--- src/rtl/ram_port_arbiter.sv ---
`default_nettype none
// +--------------------------------------------------------------------------+
// | Module      : ram_port_arbiter                                           |
// | Description : Two-port arbiter for a single-port synchronous RAM.        |
// |               Port A (CPU) and port B (loader/DMA) are serviced through  |
// |               a fixed-latency IDLE/ACCESS/CAPTURE/DONE sequence. Ties    |
// |               are resolved round-robin, and port-A writes into the       |
// |               [PROT_LO, PROT_HI] window are suppressed and flagged.      |
// | Ports       : ARB_clk/ARB_rst_n  clock, async active-low reset           |
// |               A_*/B_*            requester handshakes (req/we/addr/wdata |
// |                                  in; gnt/done/rdata out; A_err on A)    |
// |               RAM_*              RAM strobes, address, data             |
// |               Busy/Owner         not-idle flag, last granted port (1=B) |
// | Revision    : 1.0  initial release                                       |
// +--------------------------------------------------------------------------+
module ram_port_arbiter #(
    parameter logic       PROT_EN = 1'b1,
    parameter logic [7:0] PROT_LO = 8'hF0,
    parameter logic [7:0] PROT_HI = 8'hFF
) (
    input  logic       ARB_clk,
    input  logic       ARB_rst_n,
    input  logic       A_req,
    input  logic       A_we,
    input  logic [7:0] A_addr,
    input  logic [7:0] A_wdata,
    output logic       A_gnt,
    output logic       A_done,
    output logic       A_err,
    output logic [7:0] A_rdata,
    input  logic       B_req,
    input  logic       B_we,
    input  logic [7:0] B_addr,
    input  logic [7:0] B_wdata,
    output logic       B_gnt,
    output logic       B_done,
    output logic [7:0] B_rdata,
    output logic       RAM_en,
    output logic       RAM_we,
    output logic [7:0] RAM_addr,
    output logic [7:0] RAM_wdata,
    input  logic [7:0] RAM_rdata,
    output logic       Busy,
    output logic       Owner
);

    typedef enum logic [1:0] {
        ST_IDLE    = 2'd0,
        ST_ACCESS  = 2'd1,
        ST_CAPTURE = 2'd2,
        ST_DONE    = 2'd3
    } state_t;

    state_t     state_q, state_d;
    logic       owner_q, owner_d;
    logic       we_q, we_d;
    logic [7:0] addr_q, addr_d;
    logic [7:0] wdata_q, wdata_d;
    logic       prot_q, prot_d;
    logic [7:0] a_rdata_q, a_rdata_d;
    logic [7:0] b_rdata_q, b_rdata_d;
    logic       a_gnt_q, a_gnt_d;
    logic       b_gnt_q, b_gnt_d;
    logic       a_done_q, a_done_d;
    logic       b_done_q, b_done_d;
    logic       a_err_q, a_err_d;
    logic       ram_en_q, ram_en_d;
    logic       ram_we_q, ram_we_d;
    logic       busy_q, busy_d;

    always_ff @(posedge ARB_clk or negedge ARB_rst_n) begin
        if (!ARB_rst_n) begin
            state_q   <= ST_IDLE;
            owner_q   <= 1'b1;      // A wins the first tie
            we_q      <= 1'b0;
            addr_q    <= 8'h00;
            wdata_q   <= 8'h00;
            prot_q    <= 1'b0;
            a_rdata_q <= 8'h00;
            b_rdata_q <= 8'h00;
            a_gnt_q   <= 1'b0;
            b_gnt_q   <= 1'b0;
            a_done_q  <= 1'b0;
            b_done_q  <= 1'b0;
            a_err_q   <= 1'b0;
            ram_en_q  <= 1'b0;
            ram_we_q  <= 1'b0;
            busy_q    <= 1'b0;
        end else begin
            state_q   <= state_d;
            owner_q   <= owner_d;
            we_q      <= we_d;
            addr_q    <= addr_d;
            wdata_q   <= wdata_d;
            prot_q    <= prot_d;
            a_rdata_q <= a_rdata_d;
            b_rdata_q <= b_rdata_d;
            a_gnt_q   <= a_gnt_d;
            b_gnt_q   <= b_gnt_d;
            a_done_q  <= a_done_d;
            b_done_q  <= b_done_d;
            a_err_q   <= a_err_d;
            ram_en_q  <= ram_en_d;
            ram_we_q  <= ram_we_d;
            busy_q    <= busy_d;
        end
    end

    always_comb begin
        state_d   = state_q;
        owner_d   = owner_q;
        we_d      = we_q;
        addr_d    = addr_q;
        wdata_d   = wdata_q;
        prot_d    = prot_q;
        a_rdata_d = a_rdata_q;
        b_rdata_d = b_rdata_q;

        case (state_q)
            ST_IDLE: begin
                if (A_req || B_req) begin
                    // On a tie the port that did not win last time goes next.
                    owner_d = (A_req && B_req) ? ~owner_q : B_req;
                    we_d    = owner_d ? B_we    : A_we;
                    addr_d  = owner_d ? B_addr  : A_addr;
                    wdata_d = owner_d ? B_wdata : A_wdata;
                    // Zero-extended compare keeps the window test unsigned and
                    // lets an inverted window (LO > HI) match nothing.
                    prot_d  = PROT_EN && !owner_d && we_d &&
                              ({1'b0, addr_d} >= {1'b0, PROT_LO}) &&
                              ({1'b0, addr_d} <= {1'b0, PROT_HI});
                    state_d = ST_ACCESS;
                end
            end
            ST_ACCESS:  state_d = we_q ? ST_DONE : ST_CAPTURE;
            ST_CAPTURE: begin
                state_d = ST_DONE;
                if (owner_q) b_rdata_d = RAM_rdata;
                else         a_rdata_d = RAM_rdata;
            end
            ST_DONE:    state_d = ST_IDLE;
            default:    state_d = ST_IDLE;
        endcase

        // Outputs are registered, so they are decoded from the state being
        // entered rather than the current one.
        busy_d   = (state_d != ST_IDLE);
        a_gnt_d  = busy_d && !owner_d;
        b_gnt_d  = busy_d && owner_d;
        ram_en_d = (state_d == ST_ACCESS) && !prot_d;
        ram_we_d = ram_en_d && we_d;
        a_done_d = (state_d == ST_DONE) && !owner_d;
        b_done_d = (state_d == ST_DONE) && owner_d;
        a_err_d  = a_done_d && prot_d;
    end

    assign A_gnt     = a_gnt_q;
    assign A_done    = a_done_q;
    assign A_err     = a_err_q;
    assign A_rdata   = a_rdata_q;
    assign B_gnt     = b_gnt_q;
    assign B_done    = b_done_q;
    assign B_rdata   = b_rdata_q;
    assign RAM_en    = ram_en_q;
    assign RAM_we    = ram_we_q;
    assign RAM_addr  = addr_q;
    assign RAM_wdata = wdata_q;
    assign Busy      = busy_q;
    assign Owner     = owner_q;

endmodule
`default_nettype wire

--- config.mk ---
export PLATFORM = sky130hd
export DESIGN_NAME = ram_port_arbiter
export DESIGN_NICKNAME = d
export VERILOG_FILES = /design/src/rtl/ram_port_arbiter.sv
export SDC_FILE = /design/constraint.sdc
export NUM_CORES = 1
export LEC_CHECK = 0
export CAP_MARGIN = 20
export CORE_MARGIN = 2
export CORE_UTILIZATION = 61
export CTS_CLUSTER_SIZE = 25
export DETAILED_ROUTE_END_ITERATION = 10
export DONT_BUFFER_PORTS = 1
export PLACE_DENSITY_LB_ADDON = 0.05
export SLEW_MARGIN = 0
export SYNTH_ARGS = -nofsm -noshare
export SYNTH_HDL_FRONTEND = slang
export SYNTH_SLANG_ARGS = --single-unit
--- constraint.sdc ---
create_clock -name ARB_clk -period 1.6 [get_ports ARB_clk]
set_input_delay 0.32 -clock ARB_clk [delete_from_list [all_inputs] [get_ports ARB_clk]]
set_output_delay 0.32 -clock ARB_clk [all_outputs]
set_load 0.02 [all_outputs]
* After elaboration in Yosys (flattened, before gate mapping) *
Index checks and enable logic that the tools add are counted.
W data, S select, Z words.

cells by class
  multipliers = 0
  shift-type cells = 0
  div/mod/pow operators = 0
  $add $sub $neg = 0
  reduce and logical (&&, ||, !) cells = 19
  equal/unequal tests = 5
  bitwise logic cells = 1
  magnitude comparators = 1
  multiplexer cells = 13

operator list
  cell                  number
  $mux W8               2
  $logic_and A1 B1 Y1   10
  $mux W1               9
  $ge A8 B8 Y1 const B  1
  $pmux W2 S4           1
  $eq A2 B2 Y1 const B  3
  $reduce_and A2 Y1     3
  $eq A2 B1 Y1 const B  2
  $logic_not A1 Y1      3
  $logic_not A2 Y1      1
  $mux W2               1
  $reduce_bool A2 Y1    1
  $logic_or A1 B1 Y1    1
  $not A1 Y1            1

word-level totals
  bits in latches = 0
  output and inout port bits = 41
  word-level logic and storage cells = 55
  register bits after elaboration = 45
  memory bits (read-only) = 0
  memories kept = 0
  bits in writable memories = 0

* Longest topological paths before layout *
Gate-level depths: netlist of run 1.

  depth in word-level cells = 10
  gate-level depth with buffers = 6
  gate-level depth less buffers = 5

* Worst setup path after synthesis of run 1 *
No wires, ideal clock.

  path type = register to register
  start = reg owner_q (netlist: Owner)
  end = reg a_err_q (netlist: A_err)
  arrival time = 1,527 ps
  stages on the path, launching flop included = 5
  slack = -13 ps
  cell sequence = dfstp_2 -> buf_4 -> a21boi_4 -> or4b_4 -> a211oi_2

between the ends
  cells in the longest elaborated chain, start to end = 8

RTL lines
  item                                                        line      text
  from (decl)                                                 55        logic owner_q, owner_d;
  from (signal assigned)                                      91        owner_q <= owner_d;
  $not A1 Y1                                                  123       owner_d = (A_req && B_req) ? ~owner_q : B_req;
  $mux W1                                                     123
  $mux W8 (tied with other cells)                             125       addr_d = owner_d ? B_addr : A_addr;
  $ge A8 B8 Y1 / $logic_and A1 B1 Y1 (equally long branches)  130, 129
  $logic_and A1 B1 Y1                                         129       prot_d = PROT_EN && !owner_d && we_d &&
  $mux W1                                                     121       if (A_req || B_req) begin
  $mux W1                                                     119       case (state_q)
  $logic_and A1 B1 Y1 *                                       154       a_err_d = a_done_d && prot_d;
  net a_err_d                                                 66        logic a_err_q, a_err_d;
  to (signal assigned)                                        102       a_err_q <= a_err_d;
  to (decl)                                                   66

Mark *: on every way through the listed nets, which the timed path passes. The rest lies on a longest branch.
A chain may end at the register's enable or synchronous reset.

* Worst setup path in the final report of run 1 *
  start = reg state_q[1]
  end = reg b_gnt_q (netlist: B_gnt)

between the ends
  cells in the longest elaborated chain, start to end = 4

RTL lines
  item                                  line  text
  from (decl)                           54    state_t state_q, state_d;
  from (signal assigned)                90    state_q <= state_d;
  $eq A2 B2 Y1 (tied with other cells)  119
  $pmux W2 S4                           119
  $reduce_bool A2 Y1                    147   busy_d = (state_d != ST_IDLE);
  $logic_and A1 B1 Y1 *                 149   b_gnt_d = busy_d && owner_d;
  net b_gnt_d                           63    logic b_gnt_q, b_gnt_d;
  to (signal assigned)                  99    b_gnt_q <= b_gnt_d;
  to (decl)                             63

Marks and branches as above.

==> flow_summary.rst, run 1 <==
.. list-table::
   :header-rows: 1

   * - Metric
     - Value
   * - Result of the run
     - complete, no violations
   * - Synthesized flop and latch total
     - 45
   * - Fraction of layout instances using a drive strength above 1
     - 0.274
   * - Cell area after synthesis
     - 0.00193 mm²
   * - Leakage power of the design
     - 1.03 nW
   * - Diode insertion count for antenna repair
     - 0
   * - Site row count
     - 20
   * - Critical path class
     - reg -> reg
   * - Maximum count of clock buffers along a single path
     - 2
   * - Top Family by Delay on Critical Path
     - simple AND/OR/NAND/NOR gates
   * - Worst voltage drop across the vdd grid
     - 0.00106 V
   * - Period minus WS final
     - 1.56 ns
   * - Number of synthesized flops with an enable pin
     - 0
   * - GRT overflow
     - 0
   * - DRC violation total after the first TritonRoute iteration
     - 39
   * - Pin slew with the least headroom to its limit
     - 0.528 ns
   * - Register clock-pin slew on the reported worst setup and hold paths
     - 0.11 ns
   * - Kind of capture point of the worst setup path
     - register
   * - Slowest stage cell on the critical path
     - or4b_4
   * - CTS tree
     - yes
   * - Leading register cell type out of synthesis
     - dfrtp_1
   * - Clock tree root driver cell
     - clkbuf_4
   * - Clock skew after layout
     - 0.0130 ns
   * - Area share of the largest cell type after synthesis
     - 0.570
   * - Critical Path AT
     - 1.80 ns
   * - Most frequent standard cell in the layout excluding fill and tap cells
     - dfrtp_1
   * - Setup repair after global routing missed its margin
     - yes
   * - DRC violation count after routing
     - 0
   * - Number of vias per cell after detailed routing
     - 5.70
   * - Number of vias in the routed layout
     - 1208
   * - Gate count of the mapped netlist
     - 155
   * - Kind of path behind the tightest hold check
     - in -> reg
   * - Number of buffers created by CTS
     - 5
   * - Cell variety after synth
     - 28
   * - Stage delay of the slowest cell on the critical path
     - 0.51 ns
   * - Antenna Nets Post-Route
     - 0
   * - Placer congestion estimate
     - 0.866
   * - Starting density of the core
     - 0.638
   * - Final-layout fill cell count
     - 230
   * - CP required
     - 1.84 ns
   * - Later-pin clock latency in the skew report
     - 0.35 ns
   * - Post-route clock period utilization
     - 0.975
   * - Clk sinks
     - 45
   * - Syn Area/Cell
     - 12.5 µm²
   * - Die H
     - 60.3 µm
   * - Core area
     - 0.00303 mm²
   * - Most used cells in the layout excluding fill and tap cells
     - dfrtp_1 (44), nand2_1 (21), o21ai_0 (17), mux2i_1 (16), mux2_2 (16)
   * - Critical-path cell list
     - inv_2 > ha_1 > or4b_4 > a21oi_4 > nor2b_1
   * - Startpoint type of the worst setup path
     - register
   * - Overall die area
     - 0.00364 mm²
   * - Wire length reported by the detailed router
     - 3650 µm
   * - Seq/Total Area, Yosys
     - 0.583
   * - Number of top-level pins
     - 87
   * - Global router's overall resource usage
     - 0.220
   * - Dominant cell type by area after synthesis
     - dfrtp_1
   * - Post-layout nets
     - 218
   * - Asr flop ratio synth
     - 1.00
   * - Area occupied by registers
     - 0.00113 mm²
   * - CTS H-Tree Depth
     - 2
   * - Global-route wire length before repair
     - 5600 µm
   * - Critical-path maximum fanout
     - 4
   * - Post-synthesis net count
     - 205
   * - Via count of the first global-routing pass
     - 1229
   * - Per-cell routed wire length
     - 17.2 µm
   * - Highest Clock Rate
     - 641 MHz
   * - Count of input and output buffers
     - 0
   * - Largest net degree at the start of global routing
     - 46
   * - Synth warn
     - 0
   * - Maxcap violations
     - 0
   * - Worst setup slack before clock tree synthesis
     - -0.0457 ns
   * - Final core utilization
     - 0.724
   * - Horizontal die dimension
     - 60.3 µm
   * - Total count of hold-check failures in the final report
     - 0
   * - Initial antenna violation count
     - 0
   * - Buffers and inverters on the worst path
     - 1
   * - Worst setup slack after layout
     - 0.0405 ns
   * - Leading cell types by total area after synthesis
     - dfrtp_1 (57%), mux2_2 (9.3%), mux2i_1 (8.3%)
   * - Final max-slew violation count
     - 0
   * - PD cells
     - 2220 mW/mm²
   * - Placed wire-length estimate after detailed placement
     - 2790 µm
   * - Synth-to-layout area growth
     - 13.3%
   * - Final count of negative-setup-slack endpoints
     - 0
   * - Pre-Repair DR Iteration Count
     - 4
   * - Area of the multi-input gates
     - 783 µm²
   * - Worst slew slack as a fraction of its limit
     - 0.643
-- logic make-up (layout without fill, tap and decap cells) --
group | Yosys count | in the layout | synth area share
flip-flops | 45 | 45 | 0.583
AND/OR/NAND/NOR | 36 | 36 | 0.0977
multiplexers | 32 | 32 | 0.176
AO/OA/AOI/OAI | 27 | 27 | 0.0880
buffers and inverters | 11 | 24 | 0.0291
adder cells (fa/ha/maj) | 4 | 4 | 0.0259
-- cells in the mapped netlist, types with 2 or more instances --
cell type	instances
dfrtp_1	44
nand2_1	21
o21ai_0	17
mux2_2	16
mux2i_1	16
ha_1	4
inv_1	4
a21oi_1	3
buf_2	3
buf_4	3
nor2b_1	3
and2_1	2
nor2_1	2
nor4b_1	2
or4b_4	2
-- sequential cells by signal, indices dropped and copies added (netlist names), 2 cells and up --
| name | cells |
|---|---|
| B_rdata | 8 |
| state_q | 2 |
| A_rdata | 8 |
| RAM_addr | 8 |
| RAM_wdata | 8 |
-- metrics by stage --
step	setup TNS (ns)	instances	power (mW)	instance area [µm²]	hold WS (ns)
after CTS	-0.00869	211	4.79	2160	0.105
after floorplan	0	155	3.59	1940	0.0244
after global routing	-0.0292	212	5.19	2190	0.0798
after global placement	0	202	3.97	2050	0.0252
final	0	212	4.86	2190	0.118
after detailed placement	-0.136	202	4.09	2050	0.0254
-- repair_timing --
| item | in CTS | in global routing |
|---|---|---|
| pin swaps | 1 | 1 |
| setup endpoints to repair | 4 | 13 |
| hold endpoints to repair | 45 | 0 |
| hold buffers | 2 | 0 |
| buffers inserted | 0 | 1 |
| gates resized for setup | 2 | 5 |
-- per-layer routing --
layer,routed length (µm),global-route usage
met5,0,0
met4,66,0.0825
met2,1920,0.379
met1,1330,0.248
met3,328,0.0779
-- cell type report --
class                      count  share of cell area
multi-input combinational     99               0.358
clock buffer                   5              0.0171
clock inverter                 2              0.0160
timing repair buffer          13              0.0628
inverter                       4             0.00685
sequential                    45               0.515
tap                           44              0.0251
-- power breakdown --
| part | switching [mW] | leakage (nW) | internal, mW |
|---|---|---|---|
| clock | 0.328 | 0.0410 | 0.318 |
| combinational | 0.797 | 0.438 | 0.822 |
| sequential | 0.915 | 0.547 | 1.68 |
| total | 2.04 | 1.03 | 2.82 |
-- path summary, 6_finish.rpt --
check	from	cells past startpoint	slack [ns]	to
setup / recovery	state_q[1]	5	0.04	B_gnt
hold / removal	RAM_rdata[6]	1	0.12	B_rdata[6]
setup reg to reg	state_q[1]	5	0.04	B_gnt
hold reg to reg	prot_q	2	0.56	prot_q
max in group asynchronous	ARB_rst_n	2	0.92	Owner
min in group asynchronous	ARB_rst_n	2	0.42	A_err
Power figures use the tool's default switching activity.
==> run 2: changes to the inputs <==
--- a/config.mk
+++ b/config.mk
@@ -11,6 +11,7 @@
 export CTS_CLUSTER_SIZE = 25
 export DETAILED_ROUTE_END_ITERATION = 10
 export DONT_BUFFER_PORTS = 1
+export GPL_TIMING_DRIVEN = 0
 export PLACE_DENSITY_LB_ADDON = 0.05
 export SLEW_MARGIN = 0
 export SYNTH_ARGS = -nofsm -noshare
==> flow_summary.rst, run 2 (synthesized netlist as in run 1, its figures left out) <==
.. list-table::
   :header-rows: 1

   * - Metric
     - Value
   * - Grt peak-use layer
     - met2
   * - Kind of path behind the tightest hold check
     - in -> reg
   * - Global routing usage on met1
     - 0.252 (+0.00424)
   * - CTS tree
     - yes
   * - Global router's overall resource usage
     - 0.224 (+0.00411)
   * - Highest Clock Rate
     - 596 MHz (-7.0%)
   * - Worst setup slack before clock tree synthesis
     - -0.133 ns (-0.0877 ns)
   * - Final count of negative-setup-slack endpoints
     - 6 (+6)
   * - Switching share of power
     - 0.441 (+0.0208)
   * - DRC violation total after the first TritonRoute iteration
     - 63 (+62%)
   * - Number of top-level pins
     - 87 (unchanged)
   * - Period minus WS final
     - 1.68 ns (+0.118 ns)
   * - Worst voltage drop across the vdd grid
     - 0.000944 V (-11%)
   * - Failing checks
     - negative setup slack
   * - Leakage power of the design
     - 1.03 nW (+0.35%)
   * - Clock Power Share
     - 0.120 (-0.013)
   * - Number of buffers created by CTS
     - 5 (unchanged)
   * - Most frequent standard cell in the layout excluding fill and tap cells
     - dfrtp_1
   * - Hold slack
     - 0.0992 ns (-0.0189 ns)
   * - Starting density of the core
     - 0.638 (unchanged)
   * - Total negative setup slack
     - -0.119 ns (-0.119 ns)
   * - Startpoint type of the worst setup path
     - register
   * - Critical-path maximum fanout
     - 3 (-1)
   * - DRC violation count after routing
     - 0 (unchanged)
   * - Critical Path AT
     - 1.96 ns (+0.16 ns)
   * - Met3 GRT Util
     - 0.0931 (+0.0152)
   * - Total count of hold-check failures in the final report
     - 0 (unchanged)
   * - Via count of the first global-routing pass
     - 1236 (+0.57%)
   * - Later-pin clock latency in the skew report
     - 0.36 ns (about the same)
   * - Horizontal die dimension
     - 60.3 µm (unchanged)
   * - Pre-Repair DR Iteration Count
     - 4 (unchanged)
   * - Overall die area
     - 0.00364 mm² (unchanged)
   * - GR Layer Usage met2
     - 0.390 (+0.0109)
   * - Die H
     - 60.3 µm (unchanged)
   * - Clock skew after layout
     - 0.00621 ns (-0.00680 ns)
   * - Placer congestion estimate
     - 0.693 (-20%)
   * - Antenna Nets Post-Route
     - 0 (unchanged)
   * - Global-route wire length before repair
     - 5770 µm (+3.0%)
   * - CP required
     - 1.88 ns (+0.04 ns)
   * - Final max-slew violation count
     - 0 (unchanged)
   * - R2R Setup Slk
     - -0.08 ns (-0.12 ns)
   * - Worst slew slack as a fraction of its limit
     - 0.605 (-0.0385)
   * - Per-cell routed wire length
     - 18.3 µm (+6.4%)
   * - Share of total power in sequential cells
     - 0.542 (+0.008)
   * - CTS H-Tree Depth
     - 2 (unchanged)
   * - Result of the run
     - complete, but fails checks
   * - Worst setup slack after layout
     - -0.0774 ns (-0.118 ns)
   * - Initial antenna violation count
     - 0 (unchanged)
   * - Critical path class
     - reg -> reg
   * - Power Total
     - 4.82 mW (-0.89%)
   * - Core area
     - 0.00303 mm² (unchanged)
   * - Fraction of layout instances using a drive strength above 1
     - 0.312 (+0.0383)
   * - Wire length reported by the detailed router
     - 3970 µm (+8.9%)
   * - Post-layout nets
     - 222 (+1.8%)
   * - Post-route clock period utilization
     - 1.05 (+0.0737)
   * - Pin slew with the least headroom to its limit
     - 0.589 ns (+0.0612 ns)
   * - Largest net degree at the start of global routing
     - 46 (unchanged)
   * - Clock tree root driver cell
     - clkbuf_4
   * - Maximum count of clock buffers along a single path
     - 2 (unchanged)
   * - Most used cells in the layout excluding fill and tap cells
     - dfrtp_1 (44), nand2_1 (20), o21ai_0 (17), mux2i_1 (16), mux2_2 (16)
   * - Site row count
     - 20 (unchanged)
   * - Count of input and output buffers
     - 0 (unchanged)
   * - Synth-to-layout area growth
     - 13.7%
   * - PD cells
     - 2190 mW/mm² (-1.2%)
   * - Setup repair after global routing missed its margin
     - yes
   * - Placed wire-length estimate after detailed placement
     - 2720 µm (-2.7%)
   * - Number of vias per cell after detailed routing
     - 5.82 (+2.1%)
   * - Clk sinks
     - 45 (unchanged)
   * - Number of vias in the routed layout
     - 1263 (+4.6%)
   * - Maxcap violations
     - 0 (unchanged)
   * - Kind of capture point of the worst setup path
     - register
   * - Diode insertion count for antenna repair
     - 0 (unchanged)
   * - Combinational power share
     - 0.339 (+0.006)
   * - Internal Dissipation
     - 2.69 mW (-4.4%)
   * - Net Switching
     - 2.12 mW (+4.0%)
   * - Register clock-pin slew on the reported worst setup and hold paths
     - 0.13 ns (+0.02 ns)
   * - GRT overflow
     - 0 (unchanged)
==> run 2: layout make-up <==
cell class              instances  area (µm²)
multi-input cells              99         790
clock inverters                 2        13.8
fillers                       219         830
flip-flops and latches         45        1130
plain buffers                   7        56.3
clock buffers                   6        51.3
repair buffers                 10        90.1
inverters                       4        15.0
well taps                      44        55.1
==> run 2: worst paths after layout <==
check                             endpoint  cells after the start          from
worst max-delay path                 A_err                      5    state_q[0]
worst min-delay path            B_rdata[6]                      1  RAM_rdata[6]
worst max register to register       A_err                      5    state_q[0]
worst min register to register      prot_q                      2        prot_q
max in group asynchronous            Owner                      2     ARB_rst_n
min in group asynchronous           RAM_we                      2     ARB_rst_n
==> run 2: per-stage QoR <==
stage,utilization,cells,instance area [µm²]
global placement,0.658,199,1990
CTS,0.711,216,2150
floorplan,-,155,1940
detailed placement,0.658,199,1990
global route,0.726,217,2200
finish,0.726,217,2200
==> run 2: power groups by stage <==
| stage | registers [mW] | clock network, mW | logic [mW] |
|---|---|---|---|
| floorplan | 2.53 | 0 | 1.06 |
| global placement | 2.62 | 0 | 1.21 |
| detailed placement | 2.64 | 0 | 1.30 |
| global route | 2.67 | 0.638 | 1.79 |
| CTS | 2.62 | 0.582 | 1.47 |
| finish | 2.61 | 0.576 | 1.63 |
==> run 2: metal layers <==
layer / routed length [µm] / vias to the layer above
li1: - / 576
met1: 1530 / 614
met2: 2000 / 67
met3: 400 / 6
met4: 39 / 0
met5: 0 / -
==> run 2: what timing repair did <==
action / CTS / global route
hold endpoints to repair: 45 / 0
setup buffers: 7 / 1
cloned: 0 / 0
gates resized for setup: 7 / 9
setup endpoints to repair: 24 / 33
hold buffers: 2 / 0
pin swaps: 5 / 3
==> run 2: worst max-delay path: stages (launching register included) <==
cell	delay [ns]
dfrtp_1	0.43
inv_2	0.11
ha_4	0.15
nand4_1	0.15
or4b_4	0.58
a211oi_2	0.18
==> run 3: changes to the inputs <==
--- a/config.mk
+++ b/config.mk
@@ -7,7 +7,7 @@
 export LEC_CHECK = 0
 export CAP_MARGIN = 20
 export CORE_MARGIN = 2
-export CORE_UTILIZATION = 61
+export CORE_UTILIZATION = 55
 export CTS_CLUSTER_SIZE = 25
 export DETAILED_ROUTE_END_ITERATION = 10
 export DONT_BUFFER_PORTS = 1
==> flow_summary.rst, run 3 (synthesized netlist as in run 1, its figures left out) <==
.. list-table::
   :header-rows: 1

   * - Metric
     - Value
   * - Kind of path behind the tightest hold check
     - in -> reg
   * - Final non-filler cell total
     - 216 (-0.46%)
   * - Area occupied by registers
     - 0.00113 mm² (unchanged)
   * - Reg2Reg Capture Point
     - A_err
   * - Pre-Repair DR Iteration Count
     - 3 (-1)
   * - Area of all placed cells without fillers
     - 0.00219 mm² (-0.51%)
   * - Leakage power of the design
     - 1.02 nW (-1.1%)
   * - Placer congestion estimate
     - 0.761 (+9.9%)
   * - Critical-path cell list
     - buf_6 > a21boi_4 > or4b_4 > a211oi_2
   * - Fraction of layout instances using a drive strength above 1
     - 0.300 (-0.0121)
   * - Clock tree root driver cell
     - clkbuf_4
   * - Largest net degree at the start of global routing
     - 46 (unchanged)
   * - Result of the run
     - complete, but fails checks
   * - Count of input and output buffers
     - 0 (unchanged)
   * - Total count of hold-check failures in the final report
     - 0 (unchanged)
   * - DRC violation count after routing
     - 0 (unchanged)
   * - CTS H-Tree Depth
     - 2 (unchanged)
   * - Period minus WS final
     - 1.64 ns (-0.0346 ns)
   * - Placed wire-length estimate after detailed placement
     - 2780 µm (+2.2%)
   * - Clock skew after layout
     - 0.00346 ns (-0.00276 ns)
   * - Critical Path AT
     - 1.91 ns (-0.05 ns)
   * - Startpoint type of the worst setup path
     - register
   * - Maxcap violations
     - 0 (unchanged)
   * - Critical-path maximum fanout
     - 4 (+1)
   * - Failing checks
     - negative setup slack
   * - Placed instance count
     - 201 (+1.0%)
   * - CP required
     - 1.87 ns (about the same)
   * - Starting density of the core
     - 0.575 (-0.0637)
   * - Per-cell routed wire length
     - 17.6 µm (-4.0%)
   * - Initial antenna violation count
     - 0 (unchanged)
   * - Pin slew with the least headroom to its limit
     - 0.569 ns (-0.0202 ns)
   * - Routed met2 length
     - 1900 µm (-5.2%)
   * - Worst setup slack before clock tree synthesis
     - -0.102 ns (+0.0310 ns)
   * - Register clock-pin slew on the reported worst setup and hold paths
     - 0.12 ns (about the same)
   * - Final count of negative-setup-slack endpoints
     - 1 (-5)
   * - GRT overflow
     - 0 (unchanged)
   * - Highest Clock Rate
     - 609 MHz (+2.1%)
   * - Number of buffers created by CTS
     - 5 (unchanged)
   * - Clk sinks
     - 45 (unchanged)
   * - Worst slew slack as a fraction of its limit
     - 0.618 (+0.0136)
   * - Wire length reported by the detailed router
     - 3800 µm (-4.5%)
   * - Stage delay of the slowest cell on the critical path
     - 0.63 ns (+0.05 ns)
   * - Setup repair after global routing missed its margin
     - yes
   * - Kind of capture point of the worst setup path
     - register
   * - Worst setup slack after layout
     - -0.0428 ns (+0.0346 ns)
   * - Cell count of the worst hold path
     - 1 (unchanged)
   * - Final-layout fill cell count
     - 284 (+30%)
   * - Later-pin clock latency in the skew report
     - 0.35 ns (about the same)
   * - Horizontal die dimension
     - 63.3 µm (+5.0%)
   * - DRC violation total after the first TritonRoute iteration
     - 54 (-14%)
   * - Core area
     - 0.00336 mm² (+11%)
   * - Global-route wire length before repair
     - 6200 µm (+7.5%)
   * - Site row count
     - 21 (+5.0%)
   * - Total met3 wirelength after detailed routing
     - 363 µm (-9.3%)
   * - Maximum count of clock buffers along a single path
     - 2 (unchanged)
   * - RR Startpoint
     - Owner
   * - Critical path class
     - reg -> reg
   * - R2R Setup Slk
     - -0.04 ns (+0.03 ns)
   * - Slowest stage cell on the critical path
     - dfstp_2
   * - Post-layout nets
     - 219 (-1.4%)
   * - Hold-critical path endpoint
     - B_rdata[1]
   * - Number of vias in the routed layout
     - 1225 (-3.0%)
   * - Diode insertion count for antenna repair
     - 0 (unchanged)
   * - PD cells
     - 2180 mW/mm² (-0.66%)
   * - Die H
     - 63.3 µm (+5.0%)
   * - CTS tree
     - yes
   * - DRT met1 WL
     - 1500 µm (-2.3%)
   * - Total cell area at the placement stage
     - 0.00199 mm² (+0.13%)
   * - Most frequent standard cell in the layout excluding fill and tap cells
     - dfrtp_1
   * - Length in cells of the worst reg-to-reg path
     - 4 (-1)
   * - Final core utilization
     - 0.650 (-0.0757)
   * - Top routing layer in use
     - met4
   * - Worst voltage drop across the vdd grid
     - 0.000992 V (+5.1%)
   * - Total negative setup slack
     - -0.0428 ns (+0.0761 ns)
   * - Global router's overall resource usage
     - 0.203 (-0.0211)
   * - Number of top-level pins
     - 87 (unchanged)
   * - Via count of the first global-routing pass
     - 1298 (+5.0%)
   * - Most used cells in the layout excluding fill and tap cells
     - dfrtp_1 (44), nand2_1 (20), o21ai_0 (17), mux2i_1 (16), mux2_2 (16)
   * - Post-route clock period utilization
     - 1.03 (-0.0216)
   * - Number of vias per cell after detailed routing
     - 5.67 (-2.6%)
   * - Overall die area
     - 0.00400 mm² (+10%)
   * - Antenna Nets Post-Route
     - 0 (unchanged)
   * - Area of the multi-input gates
     - 793 µm² (+0.48%)
   * - Final max-slew violation count
     - 0 (unchanged)
   * - Hold path start
     - RAM_rdata[1]
   * - Synth-to-layout area growth
     - 13.1%
## run 3: layer usage
layer	vias to the layer above	global-route usage
li1	570	-
met2	61	0.354
met1	587	0.231
met5	-	0
met4	0	0.0489
met3	7	0.0839
## run 3: where the power goes
part | total (mW) | switching, mW | internal (mW)
Sequential | 2.61 | 0.934 | 1.68
Combinational | 1.55 | 0.790 | 0.765
Clock | 0.592 | 0.337 | 0.255
## run 3: final cells by class
type / instances / share of cell area
plain buffers: 7 / 0.0257
clock buffers: 7 / 0.0297
clock inverters: 1 / 0.00229
inverters: 4 / 0.00686
multi-input cells: 99 / 0.363
flip-flops and latches: 45 / 0.515
well taps: 46 / 0.0263
repair buffers: 7 / 0.0309
## run 3: how the worst max path moves through the flow
| stage | from | slack, ns | cells past startpoint | end |
|---|---|---|---|---|
| 5_1_grt | state_q[0] | -0.10 | 5 | A_err |
| 3_3_place_gp | Owner | -0.06 | 4 | A_err |
| 4_1_cts | Owner | -0.08 | 4 | A_err |
| 6_report | Owner | -0.04 | 4 | A_err |
| 2_1_floorplan | Owner | 0.009 | 4 | A_err |
| 3_5_place_dp | state_q[0] | -0.10 | 5 | RAM_wdata[2] |
## run 3: per-stage QoR
step | hold slack, ns | power (mW)
after CTS | 0.106 | 4.70
after global placement | 0.0253 | 3.85
after global routing | 0.0805 | 5.09
after detailed placement | 0.0253 | 3.94
after floorplan | 0.0244 | 3.59
final | 0.112 | 4.76
## run 3: worst max-delay path: cells and delay by family (launching register included)
kind            cells  cell delay, ns
flops               1            0.63
compound gates      2            0.27
simple gates        1            0.52
buf+inv             1            0.14
## run 3: repair_timing
action / 4_1_cts / 5_1_grt
setup endpoints to repair: 22 / 30
gates resized for setup: 8 / 9
hold buffers: 2 / 0
hold endpoints to repair: 45 / 0
buffers inserted: 4 / 1
pin swaps: 3 / 3
gates cloned: 0 / 0
